<file path="src/rtl/uart_arb_pkg.sv">
// Shared types and helpers for the UART transmitter arbiter and related schedulers.
package uart_arb_pkg;

  localparam int unsigned BYTE_W  = 8;
  localparam int unsigned MAX_REQ = 8;

  typedef enum logic [1:0] {
    IDLE,
    GRANT,
    ISSUE,
    HOLDOFF
  } arb_state_e;

  // Index of the set bit of a one-hot vector (0 when the vector is empty).
  function automatic logic [2:0] onehot_to_idx(input logic [MAX_REQ-1:0] oh);
    logic [2:0] idx;
    idx = '0;
    for (int unsigned i = 0; i < MAX_REQ; i++) begin
      if (oh[i]) idx = idx | 3'(i);
    end
    return idx;
  endfunction

endpackage

</file>
<file path="src/rtl/uart_tx_arbiter_if.sv">
// Requester bus and uart_tx byte interface seen by the arbiter.
interface uart_tx_arbiter_if
  import uart_arb_pkg::*;
#(
  parameter int unsigned NUM_REQ = 4
);

  logic [NUM_REQ-1:0]        req_valid;
  logic [NUM_REQ*BYTE_W-1:0] req_data;
  logic [NUM_REQ-1:0]        req_last;
  logic [NUM_REQ-1:0]        req_ready;
  logic [NUM_REQ-1:0]        grant;
  logic [BYTE_W-1:0]         tx_data;
  logic                      tx_new_data;
  logic                      tx_busy;

  modport slave (
    input  req_valid, req_data, req_last, tx_busy,
    output req_ready, grant, tx_data, tx_new_data
  );

  modport master (
    output req_valid, req_data, req_last, tx_busy,
    input  req_ready, grant, tx_data, tx_new_data
  );

endinterface

</file>
<file path="src/rtl/rr_pick.sv">
// Round-robin picker: first set request scanning upward from last_i+1, wrapping at NUM_REQ.
module rr_pick #(
  parameter int unsigned NUM_REQ = 4,
  parameter int unsigned PTR_W   = (NUM_REQ > 1) ? $clog2(NUM_REQ) : 1
) (
  input  logic [NUM_REQ-1:0] req_i,
  input  logic [PTR_W-1:0]   last_i,
  output logic [PTR_W-1:0]   pick_o,
  output logic               any_o
);

  int unsigned idx;

  always_comb begin
    pick_o = '0;
    any_o  = 1'b0;
    idx    = 0;
    for (int unsigned k = 1; k <= NUM_REQ; k++) begin
      idx = (32'(last_i) + k) % NUM_REQ;
      if (!any_o && req_i[PTR_W'(idx)]) begin
        pick_o = PTR_W'(idx);
        any_o  = 1'b1;
      end
    end
  end

endmodule

</file>
<file path="src/rtl/uart_tx_arbiter.sv">
// Shares one byte-level uart_tx among NUM_REQ sources with round-robin,
// per-message grants capped at MAX_BURST bytes.
module uart_tx_arbiter
  import uart_arb_pkg::*;
#(
  parameter int unsigned NUM_REQ   = 4,
  parameter int unsigned MAX_BURST = 8
) (
  input logic              clk,
  input logic              rst,
  uart_tx_arbiter_if.slave bus
);

  localparam int unsigned PTR_W = (NUM_REQ > 1) ? $clog2(NUM_REQ) : 1;
  localparam int unsigned CNT_W = $clog2(MAX_BURST + 1);

  arb_state_e         state_q, state_d;
  logic [NUM_REQ-1:0] grant_q, grant_d;
  logic [NUM_REQ-1:0] req_ready_c;
  logic [PTR_W-1:0]   ptr_q, ptr_d;
  logic [PTR_W-1:0]   pick, hold_idx;
  logic               any_req;
  logic [CNT_W-1:0]   cnt_q, cnt_d;
  logic [BYTE_W-1:0]  tx_data_q, tx_data_d, hold_data;
  logic               tx_new_data_q, tx_new_data_d;
  logic               last_q, last_d;

  rr_pick #(
    .NUM_REQ (NUM_REQ),
    .PTR_W   (PTR_W)
  ) u_pick (
    .req_i  (bus.req_valid),
    .last_i (ptr_q),
    .pick_o (pick),
    .any_o  (any_req)
  );

  assign hold_idx = PTR_W'(onehot_to_idx(MAX_REQ'(grant_q)));

  // Byte presented by the current holder.
  always_comb begin
    hold_data = '0;
    for (int unsigned i = 0; i < NUM_REQ; i++) begin
      if (PTR_W'(i) == hold_idx) hold_data = bus.req_data[i*BYTE_W +: BYTE_W];
    end
  end

  always_comb begin
    state_d       = state_q;
    grant_d       = grant_q;
    ptr_d         = ptr_q;
    cnt_d         = cnt_q;
    tx_data_d     = tx_data_q;
    tx_new_data_d = 1'b0;
    last_d        = last_q;
    req_ready_c   = '0;

    unique case (state_q)
      IDLE: begin
        if (any_req) begin
          grant_d = NUM_REQ'(1) << pick;
          ptr_d   = pick;
          cnt_d   = '0;
          state_d = GRANT;
        end
      end
      GRANT: begin
        // A holder that stops presenting bytes gives up the transmitter.
        if (!bus.req_valid[hold_idx]) begin
          grant_d = '0;
          state_d = IDLE;
        end else if (!bus.tx_busy) begin
          req_ready_c[hold_idx] = !rst;
          tx_data_d     = hold_data;
          tx_new_data_d = 1'b1;
          last_d        = bus.req_last[hold_idx];
          cnt_d         = cnt_q + CNT_W'(1);
          state_d       = ISSUE;
        end
      end
      ISSUE: begin
        state_d = HOLDOFF;
      end
      HOLDOFF: begin
        if (last_q || (cnt_q == CNT_W'(MAX_BURST))) begin
          grant_d = '0;
          state_d = IDLE;
        end else begin
          state_d = GRANT;
        end
      end
      default: begin
        grant_d = '0;
        state_d = IDLE;
      end
    endcase
  end

  always_ff @(posedge clk) begin
    if (rst) begin
      state_q       <= IDLE;
      grant_q       <= '0;
      ptr_q         <= PTR_W'(NUM_REQ - 1);
      cnt_q         <= '0;
      tx_data_q     <= '0;
      tx_new_data_q <= 1'b0;
      last_q        <= 1'b0;
    end else begin
      state_q       <= state_d;
      grant_q       <= grant_d;
      ptr_q         <= ptr_d;
      cnt_q         <= cnt_d;
      tx_data_q     <= tx_data_d;
      tx_new_data_q <= tx_new_data_d;
      last_q        <= last_d;
    end
  end

  assign bus.req_ready   = req_ready_c;
  assign bus.grant       = grant_q;
  assign bus.tx_data     = tx_data_q;
  assign bus.tx_new_data = tx_new_data_q;

endmodule

</file>
<file path="src/flat_wrapper.sv">
// flat-port wrapper written by rule: the top's interface ports become plain ports
module uart_tx_arbiter_flat import uart_arb_pkg::*;
#(
  parameter int unsigned NUM_REQ   = 4,
  parameter int unsigned MAX_BURST = 8
)
  (clk, rst, bus_req_valid, bus_req_data, bus_req_last, bus_tx_busy, bus_req_ready, bus_grant, bus_tx_data, bus_tx_new_data);
  uart_tx_arbiter_if #(.NUM_REQ(NUM_REQ)) bus_i ();
  input logic clk;
  input logic rst;
  input wire logic [$bits(bus_i.req_valid)-1:0] bus_req_valid;
  input wire logic [$bits(bus_i.req_data)-1:0] bus_req_data;
  input wire logic [$bits(bus_i.req_last)-1:0] bus_req_last;
  input wire logic [$bits(bus_i.tx_busy)-1:0] bus_tx_busy;
  output wire logic [$bits(bus_i.req_ready)-1:0] bus_req_ready;
  output wire logic [$bits(bus_i.grant)-1:0] bus_grant;
  output wire logic [$bits(bus_i.tx_data)-1:0] bus_tx_data;
  output wire logic [$bits(bus_i.tx_new_data)-1:0] bus_tx_new_data;
  assign bus_i.req_valid = bus_req_valid;
  assign bus_i.req_data = bus_req_data;
  assign bus_i.req_last = bus_req_last;
  assign bus_i.tx_busy = bus_tx_busy;
  assign bus_req_ready = bus_i.req_ready;
  assign bus_grant = bus_i.grant;
  assign bus_tx_data = bus_i.tx_data;
  assign bus_tx_new_data = bus_i.tx_new_data;
  uart_tx_arbiter #(.NUM_REQ(NUM_REQ), .MAX_BURST(MAX_BURST)) u_core (.clk(clk), .rst(rst), .bus(bus_i));
endmodule
</file>
<file path="config.mk">
export PLATFORM = sky130hd
export DESIGN_NAME = uart_tx_arbiter_flat
export DESIGN_NICKNAME = d
export VERILOG_FILES = /design/src/rtl/uart_arb_pkg.sv /design/src/rtl/uart_tx_arbiter_if.sv /design/src/rtl/rr_pick.sv /design/src/rtl/uart_tx_arbiter.sv /design/src/flat_wrapper.sv
export SDC_FILE = /design/constraint.sdc
export NUM_CORES = 1
export LEC_CHECK = 0
export BUFFER_PORTS_ARGS = -buffer_cell sky130_fd_sc_hd__buf_2
export CAP_MARGIN = 20
export CORE_ASPECT_RATIO = 1.75
export CORE_UTILIZATION = 42
export CTS_BUF_LIST = sky130_fd_sc_hd__clkbuf_16
export DETAILED_ROUTE_END_ITERATION = 8
export GPL_ROUTABILITY_DRIVEN = 0
export PLACE_DENSITY = 0.79
export SYNTH_ARGS = -nofsm -noshare
export SYNTH_HDL_FRONTEND = slang
export SYNTH_SLANG_ARGS = --single-unit
</file>
<file path="constraint.sdc">
create_clock -name clk -period 3.7 [get_ports clk]
set_clock_uncertainty 0.05 [all_clocks]
set_input_delay 0.74 -clock clk [delete_from_list [all_inputs] [get_ports clk]]
set_output_delay 0.74 -clock clk [all_outputs]
set_load 0.01 [all_outputs]
</file>
---- Word level (Yosys, flattened, before mapping) ----
Cells that the tools add are included.
cells by class
  reduce and logical (&&, ||, !) cells .... 19
  $lt $le $gt $ge ......................... 6
  muxes and demuxes ....................... 46
  shifts and indexed selects .............. 1
  bitwise logic cells ..................... 4
  eq/ne operators ......................... 13
  $add $sub $neg .......................... 5
operators by type and width
  operator               count
  $mux W4                9
  $mux W8                4
  $mux W2                9
  $lt A2 B3 Y1 const B   5
  $mux W1                14
  $bmux W1 S2            6
  $pmux W4 S3            1
  $pmux W2 S4            1
  $pmux W4 S2            1
  $reduce_and A4 Y1      2
  $ne A2 B1 Y1 const B   3
  $add A2 B1 Y2 const B  2
  $add A2 B2 Y2 const B  2
  $add A4 B1 Y4 const B  1
  $and A4 B4 Y4          1
  $eq A2 B2 Y1 const A   2
  $eq A2 B2 Y1 const B   2
  $eq A4 B4 Y1 const B   1
  $logic_and A1 B1 Y1    4
  $logic_not A1 Y1       4
  $logic_not A2 Y1       2
  $ne A2 B2 Y1 const B   2
  $reduce_and A2 Y1      2
  $shl A1 B2 Y4 const A  1
  11 further kinds       13
storage, ports and cells
  logic and storage cells ................. 101
  output and inout port bits .............. 17
  register bits ........................... 22
  input bits .............................. 43

---- Logic depth before layout (Yosys ltp) ----
  word-level depth ........................ 16
  mapped depth ............................ 6
  mapped depth without buffers ............ 6

---- Hierarchy ----
From an unflattened synthesis, not the netlist that was laid out.
second synthesis, totals
  cells, all modules ...................... 170
  area total of the unflattened synthesis .. 1376.3 um2
modules (own cells, without submodules)
  module           times used  cells an instance  seq. area each (um2)  area each (um2)
  uart_tx_arbiter  1           156                440.4                 1285.0
  rr_pick          1           14                 0.0                   91.3

---- Worst setup path after synthesis ----
Ideal clock, no wire load.
  path kind ............................... input port to output port
  start ................................... in bus_req_valid[1]
  end ..................................... out bus_req_ready[0]
  required time ........................... 2.910 ns
  stages on the path ...................... 4
  data arrival time ....................... 1.801 ns
  slack ................................... 1.109 ns
  buffers on the path ..................... 0
  path through ............................ mux2i_1 -> o221ai_2 -> nand2_1 -> nor4b_1
on the way
  word-level cells in the longest chain between the ends .. 4
ends and longest elaborated chain
  element                        RTL line               text
  start: declaration             flat_wrapper.sv:11     input wire logic [$bits(bus_i.req_valid)-1:0] bus_req_valid;
  $bmux W1 S2                    uart_tx_arbiter.sv:69  if (!bus.req_valid[hold_idx]) begin
  $mux W1 (not written as such)  uart_tx_arbiter.sv:69
  $mux W4                        uart_tx_arbiter.sv:69
  $mux W4                        uart_tx_arbiter.sv:58  unique case (state_q)
  end: declaration               flat_wrapper.sv:15     output wire logic [$bits(bus_i.req_ready)-1:0] bus_req_ready;
Every way passes these cells. The select of a mux whose other input is x is not followed.

---- Worst setup path after layout ----
  start ................................... reg u_core.grant_q[3], in the netlist u_core.bus.grant[3]
  end ..................................... out bus_req_ready[0]
on the way
  word-level cells in the longest chain between the ends .. 9
  elaborated cells on any way between the ends .. 12
  those cells by class .................... order compare (2); mux (8); bitwise (1); reduce/logical (1)
ends and longest elaborated chain
  element                                                                    RTL line                text
  start: declaration                                                         uart_tx_arbiter.sv:18   logic [NUM_REQ-1:0] grant_q, grant_d;
  start signal: assignment                                                   uart_tx_arbiter.sv:110  grant_q <= grant_d;
  $mux W2 (*)                                                                uart_arb_pkg.sv:19      if (oh[i]) idx = idx | 3'(i);
  $lt A2 B3 Y1 (not written as such) / $ge A2 B1 Y1 (equally long branches)  uart_tx_arbiter.sv:73   req_ready_c[hold_idx] = !rst;
  $logic_and A1 B1 Y1 (not written as such)                                  uart_tx_arbiter.sv:73
  $mux W1 (not written as such)                                              uart_tx_arbiter.sv:73
  $demux W1 S2                                                               --
  $and A4 B4 Y4 (no line)                                                    --
  $mux W4                                                                    uart_tx_arbiter.sv:72   end else if (!bus.tx_busy) begin
  $mux W4 (*)                                                                uart_tx_arbiter.sv:69
  $mux W4 (*)                                                                uart_tx_arbiter.sv:58
Mark *: on every way between the ends. The rest lies on a longest branch, timed or not. The select of a mux whose other input is x is not followed.

==> flow_summary.toml <==
[status]
status = "finished, final reports clean"

[synthesis]
ys_ff_latch = 22
synth_cell_types = 39
ys_warn_count = 0
synth_fp_nets = 220
synth_seq_area_share_pct = 31.3
synth_area_leaders = "dfxtp_1 (31%), a21oi_1 (8.5%), mux2_2 (6.4%)"
synth_common_cells = "a21oi_1 (24), dfxtp_1 (22), nand2_1 (19)"
synthCells = 175
synth_top_area_cell = "dfxtp_1"
synth-async-reset-ratio_pct = 0
synth_edf_count = 0
synth_flop_cell = "dfxtp_1"
synth_most_common_cell = "a21oi_1"
syn_avg_cell_area_um2 = 8.05
synth_top_area_share_pct = 31.3
synth_area_mm2 = 0.00141

[cts]
root_buffer = "clkbuf_16"
clk_path_buf_depth = 2
cts-htree-levels = 1
clock_sinks = 22
clkTransAtPathRegs_ns = 0.06
holdBufCountCts = 0
clock_latency_ns = 0.25
cts_setup_buffers = 0
cts_buffers = 3
cts_tree = "yes"
ctsResizeCount = 0

[grt]
track_usage_pct = 22.6
gr-total-overflow = 0
grt_pass1_wl_mm = 6.18
grt_start_max_net_pins = 23
antenna_found_initial = 0
grt_pass1_vias = 1494

[floorplan]
die_w_um = 45.8
core_area_mm2 = 0.00318
initial_core_util_pct = 44.4
dieArea_mm2 = 0.00360
die_h_um = 78.6
top_level_ports = 60
rows = 27

[finish]
drive_above_1_share_pct = 34.6
instances_no_fill = 274
area_growth_pct = 30.8
regArea_um2 = 440
n_fill_cell = 335
multi_input_area_um2 = 892
final_nets = 277
diodes = 0

[placed_design]
post-place-ws_ns = 1.04
place_inst = 270
dp_hpwl_mm = 2.90
portBuffers = 59

[hold_path]
hold_path_end = "u_core.bus.grant[0]"
min_path_type = "flip-flop to flip-flop"
worstHoldStart = "u_core.bus.grant[0]"
min_path_cells = 2

[timing]
rsz0062_at_grt = "no"
setup_violations = 0
whs_ns = 0.425
setup_ws_ns = 0.933
max-slew-margin-rel_pct = 64.2
report.final.slew_viol_count = 0
period_share_pct = 74.8
setup_tns_ns = 0
max_slew.worst_pin.slew_ns = 0.536
period_minus_slack_ns = 2.77
max_freq_mhz = 361
hold_viol = 0

[pwr]
p_clk_share_pct = 38.8
switchingPower_mw = 0.217
p_leak_nw = 0.764
totalPowerFinal_mw = 0.779
vdd_drop_max_v = 0.000317
p_int_mw = 0.562
seq_power_share_pct = 35.2
p_per_area_mw_per_mm2 = 422
p_comb_share_pct = 26.0
p_sw_share_pct = 27.8

[critical_path]
r2r_start = "u_core.bus.grant[3]"
rr_worst_depth = 5
reg2reg_to = "u_core.bus.grant[3]"
worstSetupEndpointType = "output port"
arrival_ns = 1.98
cp.required_ns = 2.91
worstSetupStartpointType = "flip-flop"
slowest_delay_ns = 0.66
worstSetupPathType = "flip-flop to output port"
cp_cell_sequence = "a21oi_1, o221ai_2, nand2_1, nor4b_1, buf_2"
path_max_fanout = 16
r2r_setup_slack_ns = 1.69
crit_path_top_delay_cell = "dfxtp_1"

[route]
dr_total_vias = 1551
drt_first_pass_iters = 4
drt_wl_total_mm = 3.74
wire_per_inst_um = 13.7
drc = 0
ant_nets = 0
drt_iter0_markers = 30
via_per_inst = 5.66

[job]
cap_viol_max_count = 0
-- worst max-delay path, delay by kind of cell, from the launching register on --
family,cells,cell delay [ns]
DFF,1,0.66
and+or+nand+nor,2,0.48
AOI/OAI and AO/OA,2,0.40
buffers and inverters,1,0.18
-- sequential cells by signal, indices dropped and copies added, names as in the netlist, named ones only --
register                count
u_core.bus.grant            4
u_core.bus.tx_data          8
u_core.bus.tx_new_data      1
u_core.cnt_q                4
u_core.last_q               1
u_core.ptr_q                2
u_core.state_q              1
-- per-stage QoR --
| stage | instance area [um2] | util, % |
|---|---|---|
| 2_1_floorplan | 1410 | - |
| 3_3_place_gp | 1740 | 54.7 |
| 3_5_place_dp | 1740 | 54.7 |
| 4_1_cts | 1840 | 58.0 |
| 5_1_grt | 1840 | 58.0 |
| 6_report | 1840 | 58.0 |
-- cell usage in the layout, fill, tap and decap left out, types with 2 or more instances in the layout --
master     synthesis  final
a21oi_1           24     24
a311oi_1           9      9
buf_2              1     59
buf_4              0      4
clkbuf_16          0      3
dfxtp_1           22     22
ha_1               2      2
inv_1              7      7
mux2_2             8      8
mux2i_1            3      3
nand2_1           19     19
nand2b_1          14     14
nand3_1            3      3
nor2_1             5      5
nor3_1             8      8
nor4b_1            2      2
o2111ai_1          2      2
o21ai_0           11     11
o32ai_1            4      4
or3_1              2      2
or4_1              2      2
-- power groups by stage --
stage / Clock, mW / Combinational [mW] / Sequential [mW]
final: 0.302 / 0.202 / 0.274
after global routing: 0.314 / 0.225 / 0.278
after CTS: 0.302 / 0.204 / 0.274
after detailed placement: 0 / 0.203 / 0.279
after global placement: 0 / 0.199 / 0.279
after floorplan: 0 / 0.133 / 0.278
-- how the worst max path moves through the flow --
stage	start	end	slack, ns	cells past startpoint
floorplan	bus_req_valid[1]	bus_req_ready[0]	1.11	4
global placement	bus_tx_busy	bus_req_ready[0]	1.09	6
detailed placement	bus_req_valid[1]	bus_req_ready[0]	1.04	6
CTS	u_core.bus.grant[3]	bus_req_ready[0]	0.93	5
global route	u_core.bus.grant[3]	bus_req_ready[1]	0.76	5
finish	u_core.bus.grant[3]	bus_req_ready[0]	0.93	5
-- final cells by class --
class | count | share of cell area (%)
multi-input combinational | 135 | 48.4
sequential | 22 | 23.9
timing repair buffer | 63 | 17.7
clock buffer | 3 | 4.07
tap | 43 | 2.92
clock inverter | 1 | 1.63
inverter | 7 | 1.43
-- kinds of logic after synthesis --
kind of cell,after synthesis,synth area share (%)
and+or+nand+nor,60,22.6
buffers and inverters,18,5.42
muxes,11,8.53
AOI/OAI and AO/OA,62,30.4
DFF,22,31.3
adders and majority gates,2,1.78
-- per-layer routing --
metal	GRT usage, %	share of wire, %	up-vias
met5	0	0	-
met4	11.8	3.8	0
met3	2.53	5.7	10
met2	38.0	53	68
met1	26.7	38	703
li1	-	-	770
(Power assumes the default switching activity.)
